`config.mk`:
```
export PLATFORM = sky130hd
export DESIGN_NAME = kb_scan_controller_flat
export DESIGN_NICKNAME = d
export VERILOG_FILES = /design/src/rtl/kb_scan_if.sv /design/src/rtl/kb_scan_controller.sv /design/src/flat_wrapper.sv
export SDC_FILE = /design/constraint.sdc
export NUM_CORES = 1
export LEC_CHECK = 0
export BUFFER_PORTS_ARGS = -buffer_cell sky130_fd_sc_hd__buf_2
export CAP_MARGIN = 0
export CELL_PAD_IN_SITES_DETAIL_PLACEMENT = 1
export CELL_PAD_IN_SITES_GLOBAL_PLACEMENT = 1
export CORE_MARGIN = 3
export CORE_UTILIZATION = 56
export DETAILED_ROUTE_END_ITERATION = 6
export PLACE_DENSITY_LB_ADDON = 0.1
export SLEW_MARGIN = 20
export SYNTH_ARGS = -nofsm -noshare
export SYNTH_HDL_FRONTEND = slang
export SYNTH_SLANG_ARGS = --single-unit
```
`constraint.sdc`:
```
create_clock -name clk -period 5.4 [get_ports clk]
set_input_delay 0.54 -clock clk [delete_from_list [all_inputs] [get_ports clk]]
set_output_delay 0.54 -clock clk [all_outputs]
set_load 0.02 [all_outputs]
```
`src/rtl/kb_scan_if.sv`:
```
// CPU/receiver-facing signal bundle for kb_scan_controller.
// slave modport is the controller side; master is the driver (receiver + CPU) side.
interface kb_scan_if;
    logic       sc_valid;
    logic [7:0] sc_byte;
    logic       KB_read_en;
    logic       KB_clear;
    logic       KB_status;
    logic [6:0] KB_data;
    logic       buf_full;
    logic       overflow;

    modport slave (
        input  sc_valid, sc_byte, KB_read_en, KB_clear,
        output KB_status, KB_data, buf_full, overflow
    );

    modport master (
        output sc_valid, sc_byte, KB_read_en, KB_clear,
        input  KB_status, KB_data, buf_full, overflow
    );
endinterface

```
`src/rtl/kb_scan_controller.sv`:
```
// PS/2 set-2 scan byte decoder with shift tracking, ASCII lookup and FWFT character FIFO.
// Optional macro KB_REPEAT_FILTER_EN suppresses typematic repeats of the last make code.
module kb_scan_controller #(
    parameter int unsigned DEPTH = 16,
    parameter int unsigned AW    = 4
) (
    input  logic     clk,
    input  logic     rst,
    kb_scan_if.slave kb
);
    typedef enum logic [1:0] {S_IDLE, S_BRK, S_EXT, S_EXT_BRK} state_t;

    localparam logic [AW:0] FULL_CNT = (AW+1)'(DEPTH);

    state_t      state, state_n;
    logic        lshift, rshift, shift;
    logic        set_l, set_r, clr_l, clr_r;
    logic        make_char, push_req, is_repeat;
    logic        map_hit;
    logic [6:0]  map_char;
    logic [6:0]  mem [DEPTH];
    logic [AW-1:0] wr_ptr, rd_ptr;
    logic [AW:0] count;
    logic        full, empty, pop, push_ok;

    assign shift = lshift | rshift;

    function automatic logic [6:0] letter(input logic [6:0] lc, input logic sh);
        return sh ? lc - 7'h20 : lc;
    endfunction

    function automatic logic [6:0] digit(input logic [6:0] d, input logic [6:0] sym, input logic sh);
        return sh ? sym : d;
    endfunction

    always_comb begin
        map_hit  = 1'b1;
        map_char = '0;
        case (kb.sc_byte)
            8'h1C: map_char = letter(7'h61, shift);
            8'h32: map_char = letter(7'h62, shift);
            8'h21: map_char = letter(7'h63, shift);
            8'h23: map_char = letter(7'h64, shift);
            8'h24: map_char = letter(7'h65, shift);
            8'h2B: map_char = letter(7'h66, shift);
            8'h34: map_char = letter(7'h67, shift);
            8'h33: map_char = letter(7'h68, shift);
            8'h43: map_char = letter(7'h69, shift);
            8'h3B: map_char = letter(7'h6A, shift);
            8'h42: map_char = letter(7'h6B, shift);
            8'h4B: map_char = letter(7'h6C, shift);
            8'h3A: map_char = letter(7'h6D, shift);
            8'h31: map_char = letter(7'h6E, shift);
            8'h44: map_char = letter(7'h6F, shift);
            8'h4D: map_char = letter(7'h70, shift);
            8'h15: map_char = letter(7'h71, shift);
            8'h2D: map_char = letter(7'h72, shift);
            8'h1B: map_char = letter(7'h73, shift);
            8'h2C: map_char = letter(7'h74, shift);
            8'h3C: map_char = letter(7'h75, shift);
            8'h2A: map_char = letter(7'h76, shift);
            8'h1D: map_char = letter(7'h77, shift);
            8'h22: map_char = letter(7'h78, shift);
            8'h35: map_char = letter(7'h79, shift);
            8'h1A: map_char = letter(7'h7A, shift);
            8'h45: map_char = digit(7'h30, 7'h29, shift);
            8'h16: map_char = digit(7'h31, 7'h21, shift);
            8'h1E: map_char = digit(7'h32, 7'h40, shift);
            8'h26: map_char = digit(7'h33, 7'h23, shift);
            8'h25: map_char = digit(7'h34, 7'h24, shift);
            8'h2E: map_char = digit(7'h35, 7'h25, shift);
            8'h36: map_char = digit(7'h36, 7'h5E, shift);
            8'h3D: map_char = digit(7'h37, 7'h26, shift);
            8'h3E: map_char = digit(7'h38, 7'h2A, shift);
            8'h46: map_char = digit(7'h39, 7'h28, shift);
            8'h29: map_char = 7'h20;
            8'h5A: map_char = 7'h0D;
            8'h66: map_char = 7'h08;
            default: map_hit = 1'b0;
        endcase
    end

    always_ff @(posedge clk) begin
        if (rst) state <= S_IDLE;
        else     state <= state_n;
    end

    always_comb begin
        state_n   = state;
        set_l     = 1'b0;
        set_r     = 1'b0;
        clr_l     = 1'b0;
        clr_r     = 1'b0;
        make_char = 1'b0;
        if (kb.sc_valid) begin
            case (state)
                S_IDLE: begin
                    case (kb.sc_byte)
                        8'hF0: state_n = S_BRK;
                        8'hE0: state_n = S_EXT;
                        8'hE1, 8'hFA, 8'hAA, 8'hEE, 8'hFE, 8'h00, 8'hFF: ;
                        8'h12: set_l = 1'b1;
                        8'h59: set_r = 1'b1;
                        default: make_char = map_hit;
                    endcase
                end
                S_BRK: begin
                    clr_l   = (kb.sc_byte == 8'h12);
                    clr_r   = (kb.sc_byte == 8'h59);
                    state_n = S_IDLE;
                end
                S_EXT:     state_n = (kb.sc_byte == 8'hF0) ? S_EXT_BRK : S_IDLE;
                S_EXT_BRK: state_n = S_IDLE;
                default:   state_n = S_IDLE;
            endcase
        end
    end

    assign push_req = make_char & ~is_repeat;

    always_ff @(posedge clk) begin
        if (rst) begin
            lshift <= 1'b0;
            rshift <= 1'b0;
        end else begin
            if (set_l) lshift <= 1'b1;
            if (clr_l) lshift <= 1'b0;
            if (set_r) rshift <= 1'b1;
            if (clr_r) rshift <= 1'b0;
        end
    end

`ifdef KB_REPEAT_FILTER_EN
    logic [7:0] last_make;
    assign is_repeat = (kb.sc_byte == last_make);

    always_ff @(posedge clk) begin
        if (rst || kb.KB_clear)
            last_make <= '0;
        else if (make_char)
            last_make <= kb.sc_byte;
        else if (kb.sc_valid && state == S_BRK && kb.sc_byte == last_make)
            last_make <= '0;
    end
`else
    assign is_repeat = 1'b0;
`endif

    assign empty   = (count == '0);
    assign full    = (count == FULL_CNT);
    assign pop     = kb.KB_read_en & ~empty;
    // At full a concurrent pop frees the head slot, which wr_ptr already points at.
    assign push_ok = push_req & (~full | pop);

    always_ff @(posedge clk) begin
        if (push_ok && !kb.KB_clear) mem[wr_ptr] <= map_char;
    end

    always_ff @(posedge clk) begin
        if (rst || kb.KB_clear) begin
            wr_ptr      <= '0;
            rd_ptr      <= '0;
            count       <= '0;
            kb.overflow <= 1'b0;
        end else begin
            if (push_ok) wr_ptr <= wr_ptr + 1'b1;
            if (pop)     rd_ptr <= rd_ptr + 1'b1;
            if (push_ok && !pop)      count <= count + 1'b1;
            else if (pop && !push_ok) count <= count - 1'b1;
            if (push_req && !push_ok) kb.overflow <= 1'b1;
        end
    end

    assign kb.KB_status = ~empty;
    assign kb.buf_full  = full;
    assign kb.KB_data   = empty ? '0 : mem[rd_ptr];
endmodule
```
`src/flat_wrapper.sv`:
```
// flat-port wrapper written by rule: the top's interface ports become plain ports
module kb_scan_controller_flat 
#(
    parameter int unsigned DEPTH = 16,
    parameter int unsigned AW    = 4
)
  (clk, rst, kb_sc_valid, kb_sc_byte, kb_KB_read_en, kb_KB_clear, kb_KB_status, kb_KB_data, kb_buf_full, kb_overflow);
  kb_scan_if kb_i ();
  input  logic clk;
  input  logic rst;
  input wire logic [$bits(kb_i.sc_valid)-1:0] kb_sc_valid;
  input wire logic [$bits(kb_i.sc_byte)-1:0] kb_sc_byte;
  input wire logic [$bits(kb_i.KB_read_en)-1:0] kb_KB_read_en;
  input wire logic [$bits(kb_i.KB_clear)-1:0] kb_KB_clear;
  output wire logic [$bits(kb_i.KB_status)-1:0] kb_KB_status;
  output wire logic [$bits(kb_i.KB_data)-1:0] kb_KB_data;
  output wire logic [$bits(kb_i.buf_full)-1:0] kb_buf_full;
  output wire logic [$bits(kb_i.overflow)-1:0] kb_overflow;
  assign kb_i.sc_valid = kb_sc_valid;
  assign kb_i.sc_byte = kb_sc_byte;
  assign kb_i.KB_read_en = kb_KB_read_en;
  assign kb_i.KB_clear = kb_KB_clear;
  assign kb_KB_status = kb_i.KB_status;
  assign kb_KB_data = kb_i.KB_data;
  assign kb_buf_full = kb_i.buf_full;
  assign kb_overflow = kb_i.overflow;
  kb_scan_controller #(.DEPTH(DEPTH), .AW(AW)) u_core (.clk(clk), .rst(rst), .kb(kb_i));
endmodule
```
==> After elaboration in Yosys (flattened, before gate mapping) <==
Memory sizes are Yosys's and may differ from the RTL's. A register that Yosys moved wholly into a read port is not among the register bits.
Index checks and enable logic that the tools add are counted.
{ "word_totals": {"inputBits": 13, "out_inout_bits": 10, "mem_count": 1, "ram_bits": 112, "latchBits": 0, "ff_bits": 18, "mem_bits_ro": 0} }
{ "op_classes": {"eq_ne": 54, "magnitude_cmp": 0, "multipliers": 0, "mux": 61, "shift": 0, "addsub": 4, "div": 0, "n_reduce_logical": 18, "bitwise": 6} }
{ "mem_list": {"columns": ["memory", "words", "word_bits", "read_ports", "rd_clocked_by_memory_dff", "wr", "line_no", "rtl"], "rows": [
  ["u_core.mem", 16, 7, 1, 1, 1, "kb_scan_controller.sv:21", "logic [6:0] mem [DEPTH];"]
]} }
{ "op_table": {"columns": ["operator", "count"], "rows": [
  ["7-bit one-hot mux with 39 select lines", 1],
  ["8-bit by 6-bit equality test with 1-bit output, second input constant", 23],
  ["6-bit 2-to-1 mux", 26],
  ["8-bit by 7-bit equality test with 1-bit output, second input constant", 10],
  ["8-bit by 5-bit equality test with 1-bit output, second input constant", 8],
  ["8-bit equality test, second input constant", 8],
  ["5-bit 2-to-1 mux", 10],
  ["39-bit OR reduction", 1],
  ["7-bit 2-to-1 mux", 3],
  ["1-bit 2-to-1 mux", 16],
  ["11-bit OR reduction", 1],
  ["4-bit by 1-bit adder with 4-bit output, second input constant", 2],
  ["8-bit zero test", 1],
  ["4-bit 2-to-1 mux", 2],
  ["2-bit one-hot mux with 3 select lines", 1],
  ["2-bit OR reduction", 3],
  ["5-bit by 1-bit adder with 5-bit output, second input constant", 1],
  ["5-bit equality test, second input constant", 1],
  ["5-bit zero test", 1],
  ["5-bit by 1-bit subtractor with 5-bit output, second input constant", 1],
  ["2-bit equality test, second input constant", 2],
  ["1-bit logical AND", 4],
  ["2-bit one-hot mux with 2 select lines", 1],
  ["1-bit zero test", 3],
  ["10 further kinds", 13]
]} }

==> Depth between registers and ports, before layout <==
Gate-level depths: netlist (run 1).
{ "depth": {"depth_word": 11, "ltp_mapped": 18, "ltp_nobuf": 15} }

==> Least setup slack after synthesis (run 1) <==
Ideal clock, no wire load.
{ "synth_timing": {"kind": "input-to-reg", "startpoint": "input kb_sc_byte[5]", "endpoint": "register u_core.count[4]", "t_required_ns": 5.329, "stages": 16, "setup_ns": 0.071, "path_buffers": 2, "arrival_time_ns": 3.542, "slack_ns": 1.787, "cell_sequence": "buf_6 or4b_1 buf_2 o32a_1 o211a_1 nand4_1 o21ai_4 inv_2 ha_1 inv_1 fa_1 a21o_1 a21oi_1 xnor2_1 or3_1 a21oi_1"} }
{ "synth_between": {"elab_chain_len": 10} }
{ "synth_lines": {"columns": ["element", "line_no", "rtl"], "rows": [
  ["start: declaration", "flat_wrapper.sv:12", "input wire logic [$bits(kb_i.sc_byte)-1:0] kb_sc_byte;"],
  ["8-bit by 5-bit equality test with 1-bit output, or another cell as far along", "kb_scan_controller.sv:39", "case (kb.sc_byte)"],
  ["39-bit OR reduction (no source line)", null, null],
  ["1-bit 2-to-1 mux", "kb_scan_controller.sv:39", null],
  ["1-bit 2-to-1 mux (*)", "kb_scan_controller.sv:98", "case (kb.sc_byte)"],
  ["1-bit 2-to-1 mux (*)", "kb_scan_controller.sv:96", "case (state)"],
  ["1-bit 2-to-1 mux (*)", "kb_scan_controller.sv:95", "if (kb.sc_valid) begin"],
  ["1-bit bitwise AND (*)", "kb_scan_controller.sv:153", "assign push_ok = push_req & (~full | pop);"],
  ["1-bit zero test", "kb_scan_controller.sv:169", "else if (pop && !push_ok) count <= count - 1'b1;"],
  ["1-bit logical AND", "kb_scan_controller.sv:169", null],
  ["2-bit nonzero test (no source line)", null, null],
  ["end signal: assignment", "kb_scan_controller.sv:168", "if (push_ok && !pop) count <= count + 1'b1;"],
  ["end signal: assignment", "kb_scan_controller.sv:169", null],
  ["end: declaration", "kb_scan_controller.sv:23", "logic [AW:0] count;"]
]} }
Mark *: on every way between the ends. The rest lies on a longest branch, timed or not.
A chain may end at the register's enable or synchronous reset.

==> Worst setup path after layout (run 1) <==
{ "layout_timing": {"startpoint": "input kb_sc_byte[3]", "endpoint": "register u_core.count[4]"} }
Same word-level chain as after synthesis.

==> flow_summary.json, run 1 <==
{
  "regToRegSetupSlack_ns": 1.97,
  "tightest_slew_ns": 0.821,
  "finalSetupViolCount": 0,
  "fin_crit_sh_pct": 78.5,
  "fin_crit_ns": 4.24,
  "drt_wl_total_um": 17500,
  "path_max_fanout": 28,
  "final_common_cell": "edfxtp_1",
  "hold_path_class": "input port to register",
  "dieArea_sq_um": 13200,
  "cts-htree-levels": 4,
  "drt_iter0_drc": 583,
  "clk_root_buffer_cell": "clkbuf_16",
  "ant_nets": 0,
  "num-nets-final": 529,
  "avgSynthCellArea_sq_um": 13.7,
  "grt_max_degree": 40,
  "grt_pass1_vias": 4454,
  "n_antenna_cell": 0,
  "fp.coreArea_sq_um": 11500,
  "cp-startpoint": "kb_sc_byte[3]",
  "num_vias": 4411,
  "p_leak_uw": 0.00248,
  "cpPeakStageDelay_ns": 0.61,
  "r2r-end": "u_core.count[4]",
  "syn_area_sq_um": 6650,
  "dp_hpwl_um": 11100,
  "utilization_pct": 64.6,
  "r2r_cells": 14,
  "drive_above_1_share_pct": 23.1,
  "crit_path_top_delay_cell": "or4_4",
  "clk_pin_slew_ns": 0.06,
  "powerDensity_nw_per_um2": 334,
  "numCtsBuffers": 17,
  "synth_top_flop_cell": "edfxtp_1",
  "drt_pass1_iterations": 5,
  "drv_cap": 0,
  "rsz0062_at_grt": "no",
  "outcome": "finished clean",
  "vdd_drop_max_mv": 0.253,
  "port_buffers": 22,
  "critical_path.endpoint": "u_core.count[4]",
  "cts_tree": "done",
  "postSynthCellCount": 484,
  "async_flop_share_pct": 0,
  "slew_violations": 0,
  "ctsResizeCount": 0,
  "syn_nets": 507,
  "grt_pass1_wl_um": 26800,
  "synth_cell_types": 72,
  "required_ns": 5.75,
  "finClkSkew_ns": 0.0101,
  "mostFrequentLayoutCells": "112 x edfxtp_1, 35 x mux4_2, 26 x nor2_1, 24 x nand2_1, 23 x a21oi_1",
  "hold_viol": 0,
  "ys_ff_latch": 134,
  "start_kind": "input port",
  "cts_hold_buf": 0,
  "syn_to_final_growth_pct": 11.9,
  "gp_congestion": 0.917,
  "die_w_um": 115,
  "yosysWarnings": 0,
  "avgRoutedWirePerCell_um": 26.4,
  "relSlewSlack_pct": 45.1,
  "end_kind": "register",
  "yosysSeqAreaShare_pct": 57.2,
  "numClockSinks": 134,
  "crit_chain": "buf_2 > clkinv_1 > mux2i_1 > a2111oi_2 > or4_4 > o21ai_4 > inv_2 > ha_1 > inv_1 > ha_1 > a21o_1 > a21oi_1 > xnor2_1 > or3_1 > a21oi_1",
  "post-route-drc-count": 0,
  "track_usage_pct": 27.9,
  "start_util_pct": 57.7,
  "grt_overflow": 0,
  "clock_tree.buffer_depth": 2,
  "dieHeight_um": 115,
  "fmax_ghz": 0.236,
  "cts_setup_buffers": 0,
  "rows": 39,
  "regToRegStartpoint": "u_core.state[1]",
  "grt_antenna_before_repair": 0,
  "crit_type": "input port to register",
  "arrival_ns": 4.59,
  "worstSkewPairLatency_ns": 0.42,
  "viasPerCell": 6.66,
  "fin_setup_tns_ns": 0,
  "synth-edff-count": 112,
  "num_io_pins": 23
}
-- report_power, final --
group | internal, uW | switching [uW] | total [uW]
Sequential | 1130 | 15.0 | 1140
Combinational | 84.3 | 143 | 227
Clock | 677 | 441 | 1120
Total | 1890 | 599 | 2490
-- per-stage QoR --
step | worst slack (ns) | cell area [sq um] | cells | hold slack, ns | total power [uW]
4_1_cts | 1.21 | 7430 | 662 | 0.366 | 2500
2_1_floorplan | 1.79 | 6650 | 484 | 0.434 | 1330
5_1_grt | 0.796 | 7440 | 662 | 0.381 | 2580
6_report | 1.16 | 7440 | 662 | 0.382 | 2490
3_5_place_dp | 0.796 | 6870 | 630 | 0.458 | 1390
3_3_place_gp | 1.03 | 6870 | 630 | 0.443 | 1380
-- Yosys cell counts (all sizes together) (4+ instances only) --
| cell | count | area share [%] |
|---|---|---|
| mux4 | 35 | 12 |
| dfxtp | 22 | 6.6 |
| nand2 | 24 | 1.4 |
| ha | 9 | 1.7 |
| a2111oi | 4 | 0.92 |
| nand3 | 12 | 0.90 |
| nand4 | 9 | 0.85 |
| mux2i | 6 | 0.90 |
| a21oi | 23 | 1.7 |
| or2 | 5 | 0.47 |
| o21ai | 10 | 0.92 |
| or3 | 4 | 0.38 |
| nor2 | 26 | 1.5 |
| inv | 7 | 0.40 |
| xnor2 | 6 | 0.79 |
| and2 | 11 | 1.0 |
| nand2b | 15 | 1.4 |
| xor2 | 5 | 0.66 |
| clkbuf | 9 | 0.51 |
| o211ai | 4 | 0.45 |
| or4b | 5 | 0.75 |
| a21o | 5 | 0.56 |
| nor3 | 20 | 1.5 |
| edfxtp | 112 | 51 |
| buf | 26 | 2.4 |
| nor2b | 7 | 0.66 |
| nor4 | 7 | 0.66 |
-- cell type report --
class	count	area, sq um
clock inverters	13	131
well taps	143	179
clock buffers	19	433
fillers	1085	4070
inverters	8	30.0
repair buffers	38	230
flip-flops and latches	134	3810
multi-input cells	307	2630
-- registers in the layout (all words and copies together) (netlist names), named ones only --
| name | cells |
|---|---|
| u_core.mem | 112 |
| u_core.lshift | 1 |
| u_core.kb.overflow | 1 |
| u_core.rd_ptr | 4 |
| u_core.count | 5 |
| u_core.state | 2 |
| u_core.wr_ptr | 4 |
| u_core.rshift | 1 |
-- cells by family after synthesis --
kind of cell,synth area share [%]
and+or+nand+nor,15.3
DFF,57.2
AOI/OAI and AO/OA,7.94
buffers and inverters,3.39
muxes,12.8
xor gates and xnor gates,1.45
adders and majority gates,1.99
-- critical path, delay by kind of cell --
kind                     cells  cell delay [ns]
AO/OA/AOI/OAI                5             1.07
XOR/XNOR                     1             0.10
adder cells (fa/ha/maj)      2             0.56
buffers and inverters        4             1.11
multiplexers                 1             0.28
AND/OR/NAND/NOR              2             0.92
-- how the worst min path moves through the flow --
stage                            start                 end  slack [ns]  cells past startpoint
finish                             rst       u_core.lshift        0.38                      2
global placement    u_core.kb.overflow  u_core.kb.overflow        0.44                      1
floorplan                u_core.lshift       u_core.lshift        0.43                      2
global route                       rst       u_core.lshift        0.38                      2
detailed placement       u_core.lshift       u_core.lshift        0.46                      2
CTS                                rst       u_core.lshift        0.37                      2
-- layer usage --
metal	global-route usage [%]	up-vias	wire (um)
li1	-	1955	-
met1	37.9	2242	7320
met2	46.3	187	8900
met3	5.47	27	980
met4	7.59	0	279
met5	0	-	0
Power figures use the tool's default switching activity.
==> inputs of run 2 (changes only) <==
CORE_UTILIZATION = 47   (was 56)
clock period = 3.76 ns   (was 5.4 ns; I/O delays follow)
==> run 2 against run 1 <==
Compared with the run above: largest cell class unchanged; power grew 48%; combinational power grew 64%; largest power group is now clock; global-route usage shrank 4.3 points.
==> flow_summary.json, run 2 (synthesis results as in run 1) <==
{
  "outcome": "finished clean",
  "clock_tree.buffer_depth": 2,
  "layout.cells.non_filler": 737,
  "drive_above_1_share_pct": 28.7,
  "reg_top3": "u_core.mem x112, u_core.count x5",
  "cp-startpoint": "kb_sc_byte[4]",
  "min_path_cells": 2,
  "min_to": "u_core.state[0]",
  "grt_pass1_vias": 4820,
  "regToRegStartpoint": "u_core.count[0]",
  "finClkSkew_ns": 0.00914,
  "path_max_fanout": 20,
  "drt_pass1_iterations": 5,
  "dp_hpwl_um": 12100,
  "finalSetupViolCount": 0,
  "dieHeight_um": 125,
  "drt_iter0_drc": 426,
  "gp_congestion": 0.879,
  "ant_nets": 0,
  "regArea_sq_um": 3800,
  "relSlewSlack_pct": 42.9,
  "worstSkewPairLatency_ns": 0.42,
  "fp.coreArea_sq_um": 13600,
  "grt_antenna_before_repair": 0,
  "fin_setup_tns_ns": 0,
  "cts_setup_buffers": 0,
  "end_kind": "register",
  "start_kind": "input port",
  "arrival_ns": 3.72,
  "fmax_ghz": 0.297,
  "worstHoldStart": "rst",
  "numClockSinks": 134,
  "num_vias": 4463,
  "track_usage_pct": 23.6,
  "avgRoutedWirePerCell_um": 24.2,
  "start_util_pct": 49.0,
  "rsz0062_at_grt": "no",
  "slew_violations": 0,
  "dieArea_sq_um": 15600,
  "crit_type": "input port to register",
  "grt_max_degree": 29,
  "p_leak_uw": 0.00270,
  "nFillCells": 1325,
  "die_w_um": 125,
  "placed_cells": 705,
  "final_common_cell": "edfxtp_1",
  "fin_crit_ns": 3.37,
  "regToRegSetupSlack_ns": 0.44,
  "clk_pin_slew_ns": 0.06,
  "post-route-drc-count": 0,
  "num-nets-final": 571,
  "r2r_cells": 12,
  "tightest_slew_ns": 0.854,
  "r2r-end": "u_core.count[4]",
  "ctsResizeCount": 0,
  "grt_pass1_wl_um": 27900,
  "port_buffers": 22,
  "grt_overflow": 0,
  "largest_register": "u_core.mem",
  "fin_crit_sh_pct": 89.6,
  "cts-htree-levels": 4,
  "cts_tree": "done",
  "syn_to_final_growth_pct": 17.7,
  "cts_hold_buf": 0,
  "required_ns": 4.11,
  "clk_root_buffer_cell": "clkbuf_16",
  "hold_viol": 0,
  "hold_path_class": "input port to register",
  "numCtsBuffers": 17,
  "mostFrequentLayoutCells": "112 x edfxtp_1, 58 x buf_4, 35 x mux4_2, 26 x nor2_1, 24 x nand2_1",
  "rows": 42,
  "viasPerCell": 6.06,
  "largest_reg_flops": 112,
  "multi_input_area_sq_um": 2630,
  "powerDensity_nw_per_um2": 471,
  "vdd_drop_max_mv": 0.324,
  "num_io_pins": 23,
  "drv_cap": 0,
  "drt_wl_total_um": 17800,
  "n_antenna_cell": 0
}
[run 2: cell count changes in the layout (fill, tap and decap cells not counted), sizes merged]
cell / delta
bufinv: +1
clkbuf: -1
buf: +42
clkinv: -4
clkinvlp: +2
inv: +2
[run 2: worst max-delay path by stage]
| stage | slack [ns] | endpoint | depth (start not counted) |
|---|---|---|---|
| after floorplan | 0.31 | u_core.count[4] | 16 |
| after global placement | 0.11 | u_core.count[4] | 15 |
| after detailed placement | 0.03 | u_core.count[4] | 16 |
| after CTS | 0.39 | u_core.count[4] | 12 |
| after global routing | 0.11 | u_core.count[4] | 15 |
| final | 0.39 | u_core.count[4] | 15 |
[run 2: cell type report]
cell class | count | area share, %
Inverter | 8 | 0.384
Clock buffer | 18 | 5.48
Clock inverter | 14 | 2.21
Sequential cell | 134 | 48.6
Timing Repair Buffer | 80 | 6.97
Multi-Input combinational cell | 307 | 33.5
Tap cell | 176 | 2.81
[run 2: layer usage]
| metal | share of wire [%] | global-route usage [%] | up-vias | wire [um] |
|---|---|---|---|---|
| met5 | 0 | 0 | - | 0 |
| met4 | 2.4 | 8.48 | 0 | 421 |
| met3 | 5.3 | 6.01 | 30 | 941 |
| met2 | 50 | 39.9 | 125 | 8900 |
| met1 | 42 | 29.7 | 2276 | 7550 |
| li1 | - | - | 2032 | - |
[run 2: worst max-delay path, stage by stage]
cell and delay [ns]:
buf_2 0.30, or4b_1 0.56, nor3_1 0.36, nor3_1 0.14, nand4_1 0.20, o21ai_4 0.09, inv_2 0.06, ha_1 0.16
inv_1 0.10, fa_1 0.47, a21o_1 0.17, a21oi_1 0.16, xnor2_1 0.09, or3_1 0.32, a21oi_1 0.16
[run 2: through the flow]
| stage | power [uW] | utilization [%] | instance area, sq um | hold slack [ns] | setup slack (ns) |
|---|---|---|---|---|---|
| after detailed placement | 2030 | 53.3 | 7220 | 0.453 | 0.0273 |
| final | 3690 | 57.7 | 7830 | 0.219 | 0.391 |
| after global routing | 3820 | 57.7 | 7830 | 0.231 | 0.113 |
| after global placement | 2020 | 53.3 | 7220 | 0.445 | 0.109 |
| after CTS | 3720 | 57.7 | 7820 | 0.203 | 0.395 |
| after floorplan | 1900 | - | 6650 | 0.434 | 0.311 |
[run 2: power breakdown]
part | switching, uW | internal [uW]
combinational | 225 | 148
clock | 639 | 1050
sequential | 7.74 | 1620
